### config.mk
export PLATFORM = sky130hd
export DESIGN_NAME = result_bram_writer_flat
export DESIGN_NICKNAME = d
export VERILOG_FILES = /design/src/rtl/result_bram_writer_if.sv /design/src/rtl/result_bram_writer.sv /design/src/flat_wrapper.sv
export SDC_FILE = /design/constraint.sdc
export NUM_CORES = 1
export LEC_CHECK = 0
export ABC_AREA = 1
export BUFFER_PORTS_ARGS = -buffer_cell sky130_fd_sc_hd__clkbuf_2
export CAP_MARGIN = 10
export CORE_AREA = 4 4 227 229
export CTS_BUF_LIST = sky130_fd_sc_hd__clkbuf_4 sky130_fd_sc_hd__clkbuf_8 sky130_fd_sc_hd__clkbuf_16
export DETAILED_ROUTE_END_ITERATION = 16
export DIE_AREA = 0 0 231 233
export HOLD_SLACK_MARGIN = 0.08
export PLACE_DENSITY = 0.49
export SLEW_MARGIN = 20
export SYNTH_ARGS = -nofsm -noshare
export SYNTH_HDL_FRONTEND = slang
export SYNTH_HIERARCHICAL = 1
export SYNTH_SLANG_ARGS = --single-unit
### constraint.sdc
create_clock -name clk -period 4 [get_ports clk]
set_input_delay 0.2 -clock clk [delete_from_list [all_inputs] [get_ports clk]]
set_output_delay 0.2 -clock clk [all_outputs]
set_load 0.03 [all_outputs]
### src/rtl/result_bram_writer_if.sv
// Synchronous BRAM write port driven by result_bram_writer.
interface result_bram_writer_if #(
    parameter int ADDR_W = 8,
    parameter int DATA_W = 64
);
    logic [ADDR_W-1:0] bram_addr;
    logic              bram_en;
    logic              bram_we;
    logic [DATA_W-1:0] bram_din;

    modport master (output bram_addr, bram_en, bram_we, bram_din);
    modport slave  (input  bram_addr, bram_en, bram_we, bram_din);
endinterface

### src/rtl/result_bram_writer.sv
// MAC-array write-back: per-lane deskew FIFOs, packs one aligned vector per BRAM word.
// Optional RESULT_WB_RELU_EN clamps negative lane values to zero at pack time.
module result_lane_fifo #(
    parameter int ACC_W      = 16,
    parameter int FIFO_DEPTH = 4
) (
    input  logic             clk,
    input  logic             rst,
    input  logic             clr,
    input  logic             push,
    input  logic             pop,
    input  logic [ACC_W-1:0] din,
    output logic             empty,
    output logic             drop,
    output logic [ACC_W-1:0] head
);
    localparam int PTR_W = $clog2(FIFO_DEPTH);

    logic [ACC_W-1:0] mem [FIFO_DEPTH];
    logic [PTR_W:0]   wp, rp;
    logic             full, accept;

    assign empty  = wp == rp;
    assign full   = (wp[PTR_W] != rp[PTR_W]) && (wp[PTR_W-1:0] == rp[PTR_W-1:0]);
    // a full FIFO still takes a sample when the same edge pops it
    assign accept = push && !clr && (!full || pop);
    assign drop   = push && full && !pop;

    always_ff @(posedge clk or negedge rst) begin
        if (!rst) begin
            wp <= '0;
            rp <= '0;
        end else if (clr) begin
            wp <= '0;
            rp <= '0;
        end else begin
            if (accept) wp <= wp + 1'b1;
            if (pop)    rp <= rp + 1'b1;
        end
    end

    always_ff @(posedge clk) begin
        if (accept) mem[wp[PTR_W-1:0]] <= din;
    end

`ifdef RESULT_WB_RELU_EN
    assign head = mem[rp[PTR_W-1:0]][ACC_W-1] ? '0 : mem[rp[PTR_W-1:0]];
`else
    assign head = mem[rp[PTR_W-1:0]];
`endif
endmodule

module result_bram_writer #(
    parameter int ACC_W      = 16,
    parameter int N_MACS     = 4,
    parameter int MEM_DEPTH  = 256,
    parameter int FIFO_DEPTH = 4
) (
    input  logic                           clk,
    input  logic                           rst,
    input  logic                           start,
    input  logic [$clog2(MEM_DEPTH)-1:0]   base_addr,
    input  logic [$clog2(MEM_DEPTH):0]     num_words,
    input  logic signed [ACC_W-1:0]        acc_in_0,
    input  logic signed [ACC_W-1:0]        acc_in_1,
    input  logic signed [ACC_W-1:0]        acc_in_2,
    input  logic signed [ACC_W-1:0]        acc_in_3,
    input  logic [N_MACS-1:0]              valid_in,
    result_bram_writer_if.master           bram,
    output logic                           busy,
    output logic                           done,
    output logic                           overflow
);
    localparam int         ADDR_W = $clog2(MEM_DEPTH);
    localparam logic [1:0] S_IDLE = 2'd0;
    localparam logic [1:0] S_RUN  = 2'd1;
    localparam logic [1:0] S_DONE = 2'd2;

    logic [1:0]                     state;
    logic [ADDR_W-1:0]              wr_addr;
    logic [ADDR_W:0]                num_q, wr_cnt, cnt_nxt;
    logic [N_MACS-1:0][ACC_W-1:0]   acc_in, head;
    logic [N_MACS-1:0]              empty, drop;
    logic                           run, clr, pop;

    assign acc_in  = {acc_in_3, acc_in_2, acc_in_1, acc_in_0};
    assign run     = state == S_RUN;
    assign clr     = (state == S_IDLE) && start;
    assign pop     = run && ~|empty;
    assign cnt_nxt = wr_cnt + 1'b1;

    for (genvar i = 0; i < N_MACS; i++) begin : g_lane
        result_lane_fifo #(.ACC_W(ACC_W), .FIFO_DEPTH(FIFO_DEPTH)) u_fifo (
            .clk   (clk),
            .rst   (rst),
            .clr   (clr),
            .push  (run && valid_in[i]),
            .pop   (pop),
            .din   (acc_in[i]),
            .empty (empty[i]),
            .drop  (drop[i]),
            .head  (head[i])
        );
    end

    always_ff @(posedge clk or negedge rst) begin
        if (!rst) begin
            state          <= S_IDLE;
            wr_addr        <= '0;
            num_q          <= '0;
            wr_cnt         <= '0;
            busy           <= 1'b0;
            done           <= 1'b0;
            overflow       <= 1'b0;
            bram.bram_addr <= '0;
            bram.bram_en   <= 1'b0;
            bram.bram_we   <= 1'b0;
            bram.bram_din  <= '0;
        end else begin
            bram.bram_en <= 1'b0;
            bram.bram_we <= 1'b0;
            done         <= 1'b0;
            case (state)
                S_IDLE: if (start) begin
                    wr_addr  <= base_addr;
                    num_q    <= num_words;
                    wr_cnt   <= '0;
                    overflow <= 1'b0;
                    if (num_words == '0) begin
                        state <= S_DONE;
                    end else begin
                        state <= S_RUN;
                        busy  <= 1'b1;
                    end
                end
                S_RUN: begin
                    if (|drop) overflow <= 1'b1;
                    if (pop) begin
                        bram.bram_en   <= 1'b1;
                        bram.bram_we   <= 1'b1;
                        bram.bram_addr <= wr_addr;
                        bram.bram_din  <= head;
                        wr_addr        <= (wr_addr == ADDR_W'(MEM_DEPTH - 1)) ? '0 : wr_addr + 1'b1;
                        wr_cnt         <= cnt_nxt;
                        if (cnt_nxt == num_q) state <= S_DONE;
                    end
                end
                S_DONE: begin
                    // busy drops together with the done pulse
                    done  <= 1'b1;
                    busy  <= 1'b0;
                    state <= S_IDLE;
                end
                default: state <= S_IDLE;
            endcase
        end
    end
endmodule
### src/flat_wrapper.sv
// flat-port wrapper written by rule: the top's interface ports become plain ports
module result_bram_writer_flat 
#(
    parameter int ACC_W      = 16,
    parameter int N_MACS     = 4,
    parameter int MEM_DEPTH  = 256,
    parameter int FIFO_DEPTH = 4
)
  (clk, rst, start, base_addr, num_words, acc_in_0, acc_in_1, acc_in_2, acc_in_3, valid_in, busy, done, overflow, bram_bram_addr, bram_bram_en, bram_bram_we, bram_bram_din);
  result_bram_writer_if bram_i ();
  input  logic clk;
  input  logic rst;
  input  logic start;
  input  logic [$clog2(MEM_DEPTH)-1:0] base_addr;
  input  logic [$clog2(MEM_DEPTH):0] num_words;
  input  logic signed [ACC_W-1:0] acc_in_0;
  input  logic signed [ACC_W-1:0] acc_in_1;
  input  logic signed [ACC_W-1:0] acc_in_2;
  input  logic signed [ACC_W-1:0] acc_in_3;
  input  logic [N_MACS-1:0] valid_in;
  output logic busy;
  output logic done;
  output logic overflow;
  output wire logic [$bits(bram_i.bram_addr)-1:0] bram_bram_addr;
  output wire logic [$bits(bram_i.bram_en)-1:0] bram_bram_en;
  output wire logic [$bits(bram_i.bram_we)-1:0] bram_bram_we;
  output wire logic [$bits(bram_i.bram_din)-1:0] bram_bram_din;
  assign bram_bram_addr = bram_i.bram_addr;
  assign bram_bram_en = bram_i.bram_en;
  assign bram_bram_we = bram_i.bram_we;
  assign bram_bram_din = bram_i.bram_din;
  result_bram_writer #(.ACC_W(ACC_W), .N_MACS(N_MACS), .MEM_DEPTH(MEM_DEPTH), .FIFO_DEPTH(FIFO_DEPTH)) u_core (.clk(clk), .rst(rst), .start(start), .base_addr(base_addr), .num_words(num_words), .acc_in_0(acc_in_0), .acc_in_1(acc_in_1), .acc_in_2(acc_in_2), .acc_in_3(acc_in_3), .valid_in(valid_in), .bram(bram_i), .busy(busy), .done(done), .overflow(overflow));
endmodule
# Word-level counts from Yosys, hierarchy flattened
# Memory sizes are Yosys's and may differ from the RTL's. A register that Yosys moved wholly into a read port is not among the register bits.
# Cells that the tools add are included.
totals:
  reg_bits: 64
  ram_bits: 256
  mem_count: 4
  output_inout_bits: 77
classes:
  muxes: 45
  reduce_logical: 58
  n_addsub: 10
  eq_ne: 21
mem_list:
  columns: ["name", "depth", "width", "read_ports", "rd_clocked_by_memory_dff", "wr", "line", "rtl"]
  rows:
  - ["u_core.g_lane[0].u_fifo.mem", 4, 16, 1, 1, 1, "result_bram_writer.sv:19", "logic [ACC_W-1:0] mem [FIFO_DEPTH];"]
  - ["u_core.g_lane[1].u_fifo.mem", 4, 16, 1, 1, 1, "result_bram_writer.sv:19", null]
  - ["u_core.g_lane[2].u_fifo.mem", 4, 16, 1, 1, 1, "result_bram_writer.sv:19", null]
  - ["u_core.g_lane[3].u_fifo.mem", 4, 16, 1, 1, 1, "result_bram_writer.sv:19", null]
ops:
  columns: ["cell", "n"]
  rows:
  - ["$mux 3", 16]
  - ["$logic_and 1x1->1", 26]
  - ["$add 3x1->3 const B", 8]
  - ["$mux 8", 3]
  - ["$mux 9", 2]
  - ["$pmux 9 s2", 1]
  - ["$pmux 8 s2", 1]
  - ["$mux 1", 15]
  - ["$reduce_bool 2->1", 7]
  - ["$eq 3x3->1", 4]
  - ["$reduce_and 3->1", 4]
  - ["$logic_not 1->1", 11]
  - ["$ne 2x2->1 const B", 5]
  - ["$add 9x1->9 const B", 1]
  - ["$eq 9x9->1", 1]
  - ["$logic_not 9->1", 1]
  - ["$add 8x1->8 const B", 1]
  - ["$eq 2x2->1", 4]
  - ["$eq 8x8->1 const B", 1]
  - ["$mux 2", 4]
  - ["$reduce_or 4->1", 2]
  - ["$logic_or 1x1->1", 4]
  - ["$ne 1x1->1", 4]
  - ["$pmux 1 s2", 2]
  - ["other kinds (5)", 6]

# Longest topological paths before layout
depth:
  word_depth: 9
  mapped_depth: 16

# Modules after synthesis
# Netlist, hierarchy kept.
by_module_without_submodules:
  columns: ["mod", "area_each_um2", "cells_per_inst", "n_inst", "seq_area_each_um2"]
  rows:
  - ["result_lane_fifo at u_core.g_lane[0].u_fifo ...", 2792.7, 214, 2, 2072.0]
  - ["result_bram_writer", 4560.6, 547, 1, 2602.5]
  - ["result_lane_fifo at u_core.g_lane[1].u_fifo", 2790.2, 214, 1, 2072.0]
  - ["result_lane_fifo at u_core.g_lane[3].u_fifo", 2781.4, 214, 1, 2072.0]

# Least setup slack after synthesis
# No wires, ideal clock.
synth_path:
  kind: "flip-flop to flip-flop"
  startpoint: "register u_core.g_lane[1].u_fifo.rp[0]"
  endpoint: "memory u_core.g_lane[3].u_fifo.mem[0][0] (enable)"
  arrival_time_ns: 2.547
  setup_time_ns: 0.389
  required_time_ns: 3.611
  synth_period_minus_slack_ns: 2.936
  path_stages_with_launch: 16
  path_buffers: 2
  path_slack_ns: 1.064
  path_cell_list: "dfrtp_1 > buf_2 > inv_2 > nand2_1 > nand2_1 > nor3b_1 > inv_1 > nand2_1 > nor2_1 > nand2_4 > inv_4 > buf_2 > nor2_1 > nand2_2 > nand2_4 > nor2_1"
synth_between:
  elab_chain_cells: 8
synth_rtl:
  columns: ["item", "line", "rtl"]
  rows:
  - ["start, declared", "result_bram_writer.sv:20", "logic [PTR_W:0] wp, rp;"]
  - ["start signal, assigned", "result_bram_writer.sv:38", "if (pop) rp <= rp + 1'b1;"]
  - ["$eq 3x3->1", "result_bram_writer.sv:23", "assign empty = wp == rp;"]
  - ["net u_core.empty[1]", "result_bram_writer.sv:83", "logic [N_MACS-1:0] empty, drop;"]
  - ["$reduce_or 4->1", "result_bram_writer.sv:89", "assign pop = run && ~|empty;"]
  - ["$logic_not 1->1", "result_bram_writer.sv:89", null]
  - ["$logic_and 1x1->1", "result_bram_writer.sv:89", null]
  - ["net u_core.pop", "result_bram_writer.sv:84", "logic run, clr, pop;"]
  - ["$logic_or 1x1->1", "result_bram_writer.sv:26", "assign accept = push && !clr && (!full || pop);"]
  - ["$logic_and 1x1->1", "result_bram_writer.sv:26", null]
  - ["$mux 1", "result_bram_writer.sv:43", "if (accept) mem[wp[PTR_W-1:0]] <= din;"]
  - ["$mux 1 (not written as such)", "result_bram_writer.sv:43", null]
  - ["end, declared", "result_bram_writer.sv:19", null]
# The timed path passes the listed nets, and every way through them passes these cells.

# Worst setup path in the final report
layout_path:
  startpoint: "register u_core.g_lane[1].u_fifo.rp[1]"
  endpoint: "memory u_core.g_lane[0].u_fifo.mem[3][0] (enable)"
layout_between:
  elab_chain_cells: 8
layout_rtl:
  columns: ["item", "line"]
  rows:
  - ["$eq 3x3->1", "result_bram_writer.sv:23"]
  - ["net u_core.empty[1]", "result_bram_writer.sv:83"]
  - ["$reduce_or 4->1", "result_bram_writer.sv:89"]
  - ["$logic_not 1->1", "result_bram_writer.sv:89"]
  - ["$logic_and 1x1->1", "result_bram_writer.sv:89"]
  - ["$logic_or 1x1->1", "result_bram_writer.sv:26"]
  - ["$logic_and 1x1->1", "result_bram_writer.sv:26"]
  - ["$mux 1", "result_bram_writer.sv:43"]
  - ["$mux 1 (not written as such)", "result_bram_writer.sv:43"]
  - ["end, declared", "result_bram_writer.sv:19"]
# The timed path passes the listed nets, and every way through them passes these cells.

==> results.toml <==
[power_and_ir_drop]
power_per_cell_area_nw_per_um2 = 727
leakage_nw = 8.21
vdd_ir_drop_max_mv = 0.283

[die]
die_h_um = 233
rows = 82
die_area_um2 = 53800
fp.dieW_um = 231
coreArea_um2 = 49700
pin_count = 165
initial_core_util_pct = 31.7

[logic_synthesis]
synth.area.top_cells = "edfxtp_1, dfrtp_1, nand2_1"
synth_commonest_cells = "nand2_1, edfxtp_1, nor2_1, o21ai_0, dfrtp_1"
ys_seq_area_share_pct = 69.3
yosysMostFrequentCell = "nand2_1"
synth-async-reset-ratio_pct = 33.3
ys_seq_elements = 384
ys_warn_count = 6
syn_nets = 1513
synth.distinct_cells = 37
synth_cells = 1403
syn_area_um2 = 15700
synth_edf_count = 256
post_synth.cell_area_avg_um2 = 11.2
synth_top_area_cell = "edfxtp_1"
synthFlopType = "edfxtp_1"
yosysTopAreaCellShare_pct = 48.9

[global_routing]
track_usage_pct = 14.0
overflow = 0
antenna_found_initial = 1
grt_max_degree = 90
grt_pass1_wl_um = 60400
grt_pass1_vias = 11000

[clock_network]
cts.sinks = 384
cts_tree = "built"
cts-root-buf = "clkbuf_16"
htree_levels = 2
cts_made_buffers = 43
cts_buffer_depth = 3
path_clk_slew_ns = 0.06
clkLatencyLatePin_ns = 0.55

[setup_path]
r2r-start = "u_core/g_lane[1].u_fifo/rp[1]"
startpoint = "u_core/g_lane[1].u_fifo/rp[1]"
cp.arrival_ns = 3.55
worst_r2r_path_depth = 14
r2r_slack_ns = 0.67
r2r-end = "u_core/g_lane[0].u_fifo/mem[3][0]"
crit_path_end = "u_core/g_lane[0].u_fifo/mem[3][0]"
endpoint_kind = "flop"
crit_fanout = 51
worstSetupStartpointType = "flop"
crit_type = "flop to flop"
required_ns = 4.22

[worst_hold_path]
hold_class = "primary input to flop"

[route]
detail-route-antenna-nets = 0
viasPerCell = 4.53
drc_errors = 0
drt_iter0_markers = 532
drt_pass1_iterations = 5
wl_per_cell_um = 16.0
vias = 10800
drt_wl_total_um = 37900

[timing]
clock.fmax_ghz = 0.301
rsz0062_at_grt = "no"
tightest_slew_ns = 1.04
setup_tns_ns = 0
clock_skew_ns = 0.0101
hold_viol = 0
drv_slew = 0
period_share_pct = 83.2
period_minus_slack_ns = 3.33
max_slew_margin_pct = 30.7
finalSetupViolCount = 0

[final_layout]
finish.utilization_pct = 39.7
layout.nets = 1781
areaGrowthSynthToFinish_pct = 25.4
drive_gt1_share_pct = 18.0

[placement]
gp_congestion = 0.791
dpl.hpwl_um = 23400
numPortBuffers = 164

[flow_run]
cap_violations = 0

[run_status]
outcome = "finished clean"
kinds of logic (layout without fill, tap and decap cells):
logic type,after synthesis,after routing,synth area share [%]
adder cells (fa/ha/maj),22,22,1.75
AND/OR/NAND/NOR,576,576,15.3
other,0,1,0
flip-flops,384,384,69.3
XOR/XNOR,6,6,0.334
buffers and inverters,153,455,4.09
AO/OA/AOI/OAI,262,262,9.22
stage by stage:
stage | total power [mW] | setup slack (ns) | hold WS [ns] | std cells | area (um2)
finish | 14.3 | 0.673 | 0.168 | 2378 | 19700
global route | 15.3 | 0.336 | 0.220 | 2378 | 19700
CTS | 14.6 | 0.552 | 0.140 | 2377 | 19700
detailed placement | 10.2 | 0.573 | 0.280 | 2212 | 17300
global placement | 10.2 | 0.716 | 0.287 | 2212 | 17300
floorplan | 8.81 | 1.06 | -0.0956 | 1403 | 15700
sequential cells by signal, summed over array words and instances (netlist names):
name and cells:
u_core/g_lane.u_fifo/rp 12, u_core/g_lane.u_fifo/mem 256, u_core/overflow 1, u_core/wr_addr 8
u_core/bram.bram_we 1, u_core/bram.bram_addr 8, u_core/g_lane.u_fifo/wp 12, u_core/busy 1
u_core/state 2, u_core/bram.bram_din 64, u_core/done 1, u_core/num_q 9
u_core/wr_cnt 9
power by group:
| part | switching [mW] | internal (mW) | leakage (nW) |
|---|---|---|---|
| logic | 3.17 | 1.42 | 3.52 |
| clock network | 1.56 | 2.62 | 0.748 |
| registers | 0.484 | 5.09 | 3.94 |
| total | 5.22 | 9.12 | 8.21 |
cells in the final DEF, fill, tap and decap left out, types with 10 or more instances in the layout:
cell / instances
o22ai_1: 70
inv_2: 12
a21oi_1: 16
buf_4: 30
nor2_1: 179
inv_1: 82
o21ai_0: 149
nand3_1: 42
clkbuf_16: 45
dlygate4sd3_1: 86
ha_1: 22
dfrtp_1: 128
edfxtp_1: 256
o21ai_1: 10
clkbuf_2: 163
nand2_1: 316
worst min-delay path by stage:
stage                     start                       endpoint  depth (start not counted)
floorplan                   rst       u_core/bram.bram_addr[0]                          0
global placement            rst       u_core/bram.bram_din[32]                          1
detailed placement          rst       u_core/bram.bram_din[32]                          1
CTS                 valid_in[0]  u_core/g_lane[0].u_fifo/wp[2]                          7
global route        valid_in[0]  u_core/g_lane[0].u_fifo/wp[0]                          7
finish              valid_in[0]  u_core/g_lane[0].u_fifo/wp[2]                          7
layer usage:
layer  share of wire, %  routed length, um  GRT usage, %
met4                2.2                847          4.44
met5                  0                  0             0
met2                 48              18200          23.5
met3                4.6               1740          2.69
met1                 45              17200          18.4
critical path, stage by stage, from the launching register on:
cell and delay (ns):
dfrtp_1 0.63, inv_2 0.38, nand2_1 0.11, nand2_2 0.12, nor3b_1 0.05, inv_1 0.05, nand2_1 0.04, nor2_1 0.23
nand2_4 0.09, inv_4 0.50, nor2_1 0.17, nand2_4 0.14, nand2_4 0.08, nor2_1 0.10, buf_4 0.28
repair_timing:
| action | in CTS | in global routing |
|---|---|---|
| buffers inserted | 0 | 0 |
| endpoints found under the hold margin | 342 | 0 |
| gates resized for setup | 0 | 0 |
| hold buffers | 86 | 0 |
layout make-up:
cell class,instances,area (um2)
fill,4895,29900
tap,672,841
inverter,96,365
timing repair buffer,280,1910
antenna,1,2.50
sequential,384,10900
clock buffer,52,1180
clock inverter,27,329
multi-input combinational,866,4180
No activity file was read; power rests on OpenSTA's default activity.
